<file path="src/rtl/minicpu_pkg.sv">
// Shared encodings for the multicycle minicpu control path.
// Holds opcodes, FSM state encoding, ALU operation/control codes and the
// mux-select encodings driven by multicycle_controller.
package minicpu_pkg;

    // Supported RV32I opcodes
    localparam logic [6:0] OP_LW  = 7'b0000011;
    localparam logic [6:0] OP_SW  = 7'b0100011;
    localparam logic [6:0] OP_R   = 7'b0110011;
    localparam logic [6:0] OP_I   = 7'b0010011;
    localparam logic [6:0] OP_BEQ = 7'b1100011;
    localparam logic [6:0] OP_JAL = 7'b1101111;

    typedef enum logic [3:0] {
        S_FETCH    = 4'd0,
        S_DECODE   = 4'd1,
        S_MEMADR   = 4'd2,
        S_MEMREAD  = 4'd3,
        S_MEMWB    = 4'd4,
        S_MEMWRITE = 4'd5,
        S_EXECR    = 4'd6,
        S_EXECI    = 4'd7,
        S_ALUWB    = 4'd8,
        S_BEQ      = 4'd9,
        S_JAL      = 4'd10
    } state_t;

    // Coarse ALU operation chosen by the FSM; refined by alu_decoder
    typedef logic [1:0] alu_op_t;
    localparam alu_op_t ALU_OP_ADD   = 2'b00;
    localparam alu_op_t ALU_OP_SUB   = 2'b01;
    localparam alu_op_t ALU_OP_FUNCT = 2'b10;

    typedef logic [2:0] alu_ctrl_t;
    localparam alu_ctrl_t ALU_ADD = 3'b000;
    localparam alu_ctrl_t ALU_SUB = 3'b001;
    localparam alu_ctrl_t ALU_AND = 3'b010;
    localparam alu_ctrl_t ALU_OR  = 3'b011;
    localparam alu_ctrl_t ALU_SLT = 3'b101;

    localparam logic [1:0] RES_ALUOUT    = 2'b00;
    localparam logic [1:0] RES_DATA      = 2'b01;
    localparam logic [1:0] RES_ALURESULT = 2'b10;

    localparam logic [1:0] SRCA_PC    = 2'b00;
    localparam logic [1:0] SRCA_OLDPC = 2'b01;
    localparam logic [1:0] SRCA_RD1   = 2'b10;

    localparam logic [1:0] SRCB_RD2  = 2'b00;
    localparam logic [1:0] SRCB_IMM  = 2'b01;
    localparam logic [1:0] SRCB_FOUR = 2'b10;

    localparam logic [1:0] IMM_I = 2'b00;
    localparam logic [1:0] IMM_S = 2'b01;
    localparam logic [1:0] IMM_B = 2'b10;
    localparam logic [1:0] IMM_J = 2'b11;

    function automatic logic is_supported(input logic [6:0] op);
        return (op == OP_LW) || (op == OP_SW) || (op == OP_R) || (op == OP_I) ||
               (op == OP_BEQ) || (op == OP_JAL);
    endfunction

endpackage

</file>
<file path="src/rtl/alu_decoder.sv">
// ALU control decoder: maps the FSM's coarse alu_op plus instruction fields
// to the 3-bit ALU control code.
//   alu_op      in  2  coarse op from the FSM (add / sub / by funct3)
//   funct3      in  3  instr[14:12]
//   op5         in  1  instr[5], distinguishes R-type from I-type
//   funct7b5    in  1  instr[30]
//   alu_control out 3  ALU operation select
module alu_decoder
    import minicpu_pkg::*;
(
    input  logic [1:0] alu_op,
    input  logic [2:0] funct3,
    input  logic       op5,
    input  logic       funct7b5,
    output logic [2:0] alu_control
);

    always_comb begin
        alu_control = ALU_ADD;
        case (alu_op)
            ALU_OP_SUB: alu_control = ALU_SUB;
            ALU_OP_FUNCT: begin
                case (funct3)
                    // I-type has no subi: funct7b5 is immediate data there
                    3'b000:  alu_control = (op5 & funct7b5) ? ALU_SUB : ALU_ADD;
                    3'b010:  alu_control = ALU_SLT;
                    3'b110:  alu_control = ALU_OR;
                    3'b111:  alu_control = ALU_AND;
                    default: alu_control = ALU_ADD;
                endcase
            end
            default: alu_control = ALU_ADD;
        endcase
    end

endmodule

</file>
<file path="src/rtl/multicycle_controller.sv">
// Main control FSM of the multicycle minicpu. Steps each instruction through
// fetch/decode/execute/memory/writeback and drives datapath enables and selects.
//   clk, rst     clock and synchronous active-high reset
//   op, funct3, funct7b5  instruction fields; zero  ALU zero flag
//   pc_write, adr_src, mem_write, ir_write, reg_write  enables / address select
//   result_src, alu_src_a, alu_src_b, imm_src, alu_control  mux and ALU selects
//   illegal_op   one-cycle pulse when DECODE sees an unsupported opcode
module multicycle_controller
    import minicpu_pkg::*;
(
    input  logic       clk,
    input  logic       rst,
    input  logic [6:0] op,
    input  logic [2:0] funct3,
    input  logic       funct7b5,
    input  logic       zero,
    output logic       pc_write,
    output logic       adr_src,
    output logic       mem_write,
    output logic       ir_write,
    output logic [1:0] result_src,
    output logic [1:0] alu_src_a,
    output logic [1:0] alu_src_b,
    output logic [1:0] imm_src,
    output logic [2:0] alu_control,
    output logic       reg_write,
    output logic       illegal_op
);

    state_t  state_q, state_d, cur_state;
    alu_op_t alu_op;
    logic    pc_update, branch, ir_w, mem_w, reg_w, illegal;

    always_ff @(posedge clk) begin
        if (rst) state_q <= S_FETCH;
        else     state_q <= state_d;
    end

    always_comb begin
        state_d = state_q;
        case (state_q)
            S_FETCH: state_d = S_DECODE;
            S_DECODE: begin
                case (op)
                    OP_LW, OP_SW: state_d = S_MEMADR;
                    OP_R:         state_d = S_EXECR;
                    OP_I:         state_d = S_EXECI;
                    OP_BEQ:       state_d = S_BEQ;
                    OP_JAL:       state_d = S_JAL;
                    default:      state_d = S_FETCH;
                endcase
            end
            S_MEMADR:   state_d = (op == OP_LW) ? S_MEMREAD : S_MEMWRITE;
            S_MEMREAD:  state_d = S_MEMWB;
            S_EXECR,
            S_EXECI,
            S_JAL:      state_d = S_ALUWB;
            default:    state_d = S_FETCH;
        endcase
    end

    // Under reset the outputs decode as FETCH, even if state_q is mid-instruction
    assign cur_state = rst ? S_FETCH : state_q;

    always_comb begin
        pc_update  = 1'b0;
        branch     = 1'b0;
        alu_op     = ALU_OP_ADD;
        adr_src    = 1'b0;
        mem_w      = 1'b0;
        ir_w       = 1'b0;
        reg_w      = 1'b0;
        illegal    = 1'b0;
        result_src = RES_ALUOUT;
        alu_src_a  = SRCA_PC;
        alu_src_b  = SRCB_RD2;
        case (cur_state)
            S_FETCH: begin
                ir_w       = 1'b1;
                alu_src_b  = SRCB_FOUR;
                result_src = RES_ALURESULT;
                pc_update  = 1'b1;
            end
            S_DECODE: begin
                alu_src_a = SRCA_OLDPC;
                alu_src_b = SRCB_IMM;
                illegal   = ~is_supported(op);
            end
            S_MEMADR: begin
                alu_src_a = SRCA_RD1;
                alu_src_b = SRCB_IMM;
            end
            S_MEMREAD:  adr_src = 1'b1;
            S_MEMWB: begin
                result_src = RES_DATA;
                reg_w      = 1'b1;
            end
            S_MEMWRITE: begin
                adr_src = 1'b1;
                mem_w   = 1'b1;
            end
            S_EXECR: begin
                alu_src_a = SRCA_RD1;
                alu_op    = ALU_OP_FUNCT;
            end
            S_EXECI: begin
                alu_src_a = SRCA_RD1;
                alu_src_b = SRCB_IMM;
                alu_op    = ALU_OP_FUNCT;
            end
            S_ALUWB:    reg_w = 1'b1;
            S_BEQ: begin
                alu_src_a = SRCA_RD1;
                alu_op    = ALU_OP_SUB;
                branch    = 1'b1;
            end
            S_JAL: begin
                alu_src_a = SRCA_OLDPC;
                alu_src_b = SRCB_FOUR;
                pc_update = 1'b1;
            end
            default: ;
        endcase
    end

    assign pc_write   = (pc_update | (branch & zero)) & ~rst;
    assign ir_write   = ir_w & ~rst;
    assign mem_write  = mem_w & ~rst;
    assign reg_write  = reg_w & ~rst;
    assign illegal_op = illegal & ~rst;

    always_comb begin
        case (op)
            OP_LW, OP_I: imm_src = IMM_I;
            OP_SW:       imm_src = IMM_S;
            OP_BEQ:      imm_src = IMM_B;
            OP_JAL:      imm_src = IMM_J;
            default:     imm_src = IMM_I;
        endcase
    end

    alu_decoder u_alu_decoder (
        .alu_op      (alu_op),
        .funct3      (funct3),
        .op5         (op[5]),
        .funct7b5    (funct7b5),
        .alu_control (alu_control)
    );

endmodule

</file>
<file path="config.mk">
export PLATFORM = sky130hd
export DESIGN_NAME = multicycle_controller
export DESIGN_NICKNAME = d
export VERILOG_FILES = /design/src/rtl/minicpu_pkg.sv /design/src/rtl/alu_decoder.sv /design/src/rtl/multicycle_controller.sv
export SDC_FILE = /design/constraint.sdc
export NUM_CORES = 1
export LEC_CHECK = 0
export ABC_CLOCK_PERIOD_IN_PS = 3200
export CORE_AREA = 2 2 39 41
export CTS_BUF_LIST = sky130_fd_sc_hd__clkbuf_8
export DETAILED_ROUTE_END_ITERATION = 7
export DIE_AREA = 0 0 41 43
export DONT_BUFFER_PORTS = 1
export GPL_TIMING_DRIVEN = 1
export SLEW_MARGIN = 30
export SYNTH_ARGS = -nofsm -noshare
export SYNTH_HDL_FRONTEND = slang
export SYNTH_SLANG_ARGS = --single-unit
</file>
<file path="constraint.sdc">
create_clock -name clk -period 3.2 [get_ports clk]
set_clock_uncertainty 0.2 [all_clocks]
set_input_delay 0.64 -clock clk [delete_from_list [all_inputs] [get_ports clk]]
set_output_delay 0.64 -clock clk [all_outputs]
set_load 0.1 [all_outputs]
</file>
# Yosys cells after proc, flatten, opt, wreduce, memory -nomap -nowiden
# Cells that the tools add are included.
# Widths: inputs -> output; s select.
[classes]
eq_ne = 27
mux = 19
bitwise_logic = 10
reduce_logical = 17
[op_table]
columns = ["op", "count"]
rows = [
  ["$pmux 4 s5", 2],
  ["$eq 4x3->1 const B", 6],
  ["$eq 4x2->1 const B", 4],
  ["$eq 4x4->1 const B", 4],
  ["$pmux 2 s2", 4],
  ["$eq 7x6->1 const B", 2],
  ["$eq 7x7->1 const B", 2],
  ["$pmux 3 s4", 1],
  ["$reduce_or 2->1", 6],
  ["$eq 4x1->1 const B", 2],
  ["$logic_not 4->1", 2],
  ["$mux 1", 8],
  ["$and 1x1->1", 7],
  ["$eq 7x2->1 const B", 1],
  ["$eq 7x5->1 const B", 1],
  ["$eq 3x3->1 const B", 2],
  ["$pmux 2 s3", 1],
  ["$pmux 3 s2", 1],
  ["$reduce_or 3->1", 2],
  ["$logic_or 1x1->1", 5],
  ["$mux 4", 1],
  ["$reduce_or 4->1", 1],
  ["$eq 3x2->1 const B", 1],
  ["$logic_not 3->1", 1],
  ["other kinds (5)", 6],
]
[totals]
regBits = 4

# Depth between registers and ports, before layout
[logic_depth]
word_depth = 9
ltp_mapped = 8

# Hierarchy
# Synthesis repeated with hierarchy kept, for this count alone.
[hier_totals]
cells_unflattened = 84
hier_area_um2 = 640.6
[modules_own_cells]
columns = ["module", "n_inst", "cells_each", "area_each_um2", "seq_area_each_um2"]
rows = [
  ["multicycle_controller", 1, 73, 544.3, 80.1],
  ["alu_decoder", 1, 11, 96.3, 0.0],
]

# Worst setup path after synthesis
# OpenSTA, ideal clock, no wires.
[synth_timing]
path_kind = "input port to output port"
startpoint = "input op[4]"
endpoint = "output illegal_op"
arrival_time_ns = 4.548
required_ns = 2.360
path_slack_ns = -2.188
path_stages = 3
path_buffers = 0
cell_sequence = "nand3b_1 -> nor3_1 -> nor4_1"
[synth_between]
elab_chain_len = 9
elab_cells_between_ends = 14
[synth_rtl]
columns = ["element", "line", "source"]
rows = [
  ["start: declaration", "multicycle_controller.sv:13", "input logic [6:0] op,"],
  ["$eq 7x2->1 / $eq 7x6->1 (equally long branches)", "minicpu_pkg.sv:59", "return (op == OP_LW) || (op == OP_SW) || (op == OP_R) || (op == OP_I) ||"],
  ["$logic_or 1x1->1 (4 in a row)", "minicpu_pkg.sv:59", ""],
  ["$logic_or 1x1->1 (*)", "minicpu_pkg.sv:60", "(op == OP_BEQ) || (op == OP_JAL);"],
  ["$not 1->1 (*)", "multicycle_controller.sv:87", "illegal = ~is_supported(op);"],
  ["$mux 1 (*)", "multicycle_controller.sv:77", "case (cur_state)"],
  ["$and 1x1->1 (*)", "multicycle_controller.sv:130", "assign illegal_op = illegal & ~rst;"],
  ["end: declaration", "multicycle_controller.sv:27", "output logic illegal_op"],
]
# Mark *: on every way between the ends. The rest lies on a longest branch, timed or not.

# Worst setup path after layout
[layout_timing]
startpoint = "register state_q[3]"
endpoint = "output alu_control[0]"
[layout_between]
elab_chain_len = 6
elab_cells_between_ends = 9
[layout_rtl]
columns = ["element", "line", "source"]
rows = [
  ["start: declaration", "multicycle_controller.sv:30", "state_t state_q, state_d, cur_state;"],
  ["start signal: assignment", "multicycle_controller.sv:36", "else state_q <= state_d;"],
  ["$mux 4 (*)", "multicycle_controller.sv:63", "assign cur_state = rst ? S_FETCH : state_q;"],
  ["$eq 4x3->1", "multicycle_controller.sv:77", ""],
  ["$reduce_or 2->1 (no source line)", "n/a", ""],
  ["$pmux 2 s2 (*)", "multicycle_controller.sv:77", ""],
  ["$eq 2x2->1 / $eq 2x1->1 (equally long branches)", "alu_decoder.sv:20", "case (alu_op)"],
  ["$pmux 3 s2 (*)", "alu_decoder.sv:20", ""],
  ["end: declaration", "multicycle_controller.sv:25", "output logic [2:0] alu_control,"],
]
# Marks and branches as above.

==> out/results.txt <==
The average instance area after synthesis works out to 7.12 µm². In this run, the number of DRC markers left after iteration 0 of detailed routing was 15. Highest ir drop seen on vdd: 0.000261 V. Routability-driven placement finished with a final weighted congestion of 0.760.

The count of pins over their slew limit is 0. The run gives 84 as the synthesized instance count. The floorplan has 14 rows. The final layout contains routed wiring with a total length of 1510 µm. Compared with the post-synthesis result, the final layout area differs by 52.9%. The number of buffers on the longest clock path was 2. In the routed design, unresolved DRC markers number 0. For the detailed placement HPWL, the log shows 1190 µm.

Summed over all instances, the cell type with the most area after synthesis is dfxtp_1. Yosys printed 0 warnings. Timing would allow up to 359 MHz.

The clock-pin slew of the registers on the worst-case setup and hold paths came out at 0.03 ns. Including well taps, the total number of placed cells is 117. The area of combinational cells with multiple inputs was 593 µm². Of all nets on the critical path, the largest fanout is 15. Fill cells in the final layout number 117. The H-tree depth reported by CTS was 1. The initial antenna violation count came out at 0. STA classifies the critical path endpoint as an output pin.

After global routing the overflow that remains totals 0. state_q holds more flip-flops than any other register. The number of synthesized register bits works out to 4. TritonCTS built the clock tree.

The largest registers in the layout are state_q: 4 flops. The count of nets left with antenna violations once routing finished came out at 0. The count of instances resized after the clock tree is built is 0, and the fraction of synthesized cell area taken by the top area cell type is 13.4%. The launch point of the worst hold path was op[4].

The net total in the final layout came out at 122. The die covers 1760 µm². Once the floorplan was initialized, standard cells occupied 43.2% of the core. The run gives 4 as the number of detailed-routing iterations run before antenna repair. The worst register-to-register path begins at state_q[3]. The leakage power is 0.427 nW, and the area taken by flip-flops and latches is 80.1 µm². The worst-margin pin slew is 0.496 ns, and the overall die height is 43 µm. Across every metal layer, demand over resource in global routing totals 19.2%. The post-layout minimum cycle time came out at 2.79 ns.

The logs give 31 for the top-level port count and 0 for the number of failing setup endpoints in the final timing report. Setup repair after global routing left no endpoint under its margin. The clock sink count came out at 4. Ranked by total cell area, the synthesized netlist is headed by dfxtp_1 13%, xor2_1 7.3%, a21oi_1 5.0%.

In the synthesized netlist the async set-or-reset flop fraction comes to 0%. The worst setup path category is reg2out. The tool flagged a number of max-cap violations equal to 0. The root cell of the clock tree was clkbuf_8. The tools report the largest net degree at the start of global routing as 16. In the final timing run, aggregate negative setup slack is 0 ns. The path class of the tightest hold or removal check is in2reg.

The number of enable-type register cells in the synthesized netlist came out at 0. The flip-flop count of the largest register, all copies and words added works out to 4. The final critical-path share of the clock period works out to 87.1%.

In the synthesized netlist the dominant register cell turns out to be dfxtp_1. In the final routed layout, each cell accounts on average for 12.5 µm. For the worst setup path, the data arrival time is 1.95 ns. Once layout is complete, the utilization of the core stands at 66.1%.

For this design, the CTS-stage hold fixing added 0 buffers. The instance area at placement is 873 µm². Sequential area share after synthesis: 13.4%.

The placeable core area is 1380 µm², and the total clock buffers created by CTS is 3. The post-route netlist has 37.5% of its cells at a drive strength greater than 1. The critical path startpoint category is a flip-flop. Measured against its own limit, the worst slew margin works out to 66.9%. Number of buffers inserted by port buffering: 0.

In this run the power density over the cells is 274 nW/µm². The run gives 558 as the number of global-route vias before repair. The global-route wire length before repair is 2320 µm, and the total via count in the routed design is 689. The floorplan step set the die width to 41 µm. The clock latency on the worst-skew pair was 0.21 ns. The flow ran to the end, and the final reports show no timing, DRC or antenna violations. Counting distinct cell types in the post-synthesis netlist gives 33.

The tools report the slack of the worst reg-to-reg path as 1.55 ns. The diode insertion count for antenna repair was 0; the cell count of the worst reg-to-reg path was 3. By count the netlist is led by 6 x a21oi_1, 6 x inv_1, 6 x nor2_1, 6 x nor3_1, 5 x xor2_1. The hold-critical path depth was 1; the number of buffers inserted to repair setup after CTS was 0.

The via density per instance was 5.74; the number of hold violations in the final report was 0. The run gives 120 as the count of placed standard cells in the final layout, fillers left out. The worst hold path terminates at state_q[2]. For the worst setup path, the data required time is 2.36 ns. The endpoint identified for the worst register-to-register timing path is state_q[3]. The cell area that synthesis handed to floorplanning was 598 µm². Synthesis produced a netlist with a net count of 100. The design area came out at 915 µm².
==> power by group <==
| group | switching (mW) | leakage [nW] | internal (mW) |
|---|---|---|---|
| combinational | 0.0688 | 0.372 | 0.0263 |
| clock | 0.0235 | 0.0216 | 0.0799 |
| sequential | 0.000988 | 0.0326 | 0.0514 |
==> critical path, stage by stage (launching register included) <==
cell,delay (ns)
dfxtp_1,0.45
nor2_1,0.25
nand3_1,0.14
inv_1,0.09
ha_1,0.15
nor2b_1,0.11
o21ai_0,0.10
a21oi_2,0.14
buf_4,0.29
==> worst max-delay path by stage <==
stage,start,to,slack [ns],depth (start not counted)
2_1_floorplan,op[2],illegal_op,-0.45,3
6_report,state_q[3],alu_control[0],0.41,8
4_1_cts,state_q[3],alu_control[0],0.39,8
3_3_place_gp,rst,alu_control[0],0.56,8
5_1_grt,state_q[3],alu_control[0],0.20,8
3_5_place_dp,rst,alu_control[0],0.52,8
==> layer usage <==
layer	up-vias	share of wire (%)	global-route usage, %
li1	343	-	-
met1	316	42	25.7
met3	0	6.6	4.71
met5	-	0	0
met4	0	0	6.00
met2	30	51	29.1
==> cell usage in the layout, fill, tap and decap left out, types with 3 or more instances in the layout <==
| cell type | instances |
|---|---|
| buf_4 | 21 |
| inv_1 | 6 |
| nor2_1 | 5 |
| xor2_1 | 5 |
| and3_1 | 4 |
| nand2_1 | 4 |
| nor3_4 | 4 |
| nand3b_1 | 4 |
| a21oi_1 | 4 |
| dfxtp_1 | 4 |
| nor2b_1 | 3 |
| o21ai_0 | 3 |
| clkbuf_8 | 3 |
==> cell type report <==
class	count	share of cell area, %
Clock buffer	3	4.51
Timing Repair Buffer	21	17.2
Sequential cell	4	8.76
Inverter	6	2.46
Multi-Input combinational cell	70	64.8
Tap cell	16	2.19
==> kinds of logic after synthesis <==
| kind of cell | count (synthesis) | synth area share (%) |
|---|---|---|
| XOR/XNOR | 5 | 7.32 |
| multiplexers | 1 | 1.67 |
| AO/OA/AOI/OAI | 17 | 18.8 |
| adder cells (fa/ha/maj) | 2 | 4.18 |
| buffers and inverters | 10 | 7.11 |
| AND/OR/NAND/NOR | 45 | 47.5 |
| flip-flops | 4 | 13.4 |
==> through the flow <==
step	setup WS (ns)	hold slack, ns	total power, mW
2_1_floorplan	-0.451	0.412	0.126
3_3_place_gp	0.561	0.404	0.147
3_5_place_dp	0.516	0.408	0.148
4_1_cts	0.389	0.408	0.254
5_1_grt	0.198	0.416	0.262
6_report	0.413	0.409	0.251
No activity file was read; power rests on OpenSTA's default activity.
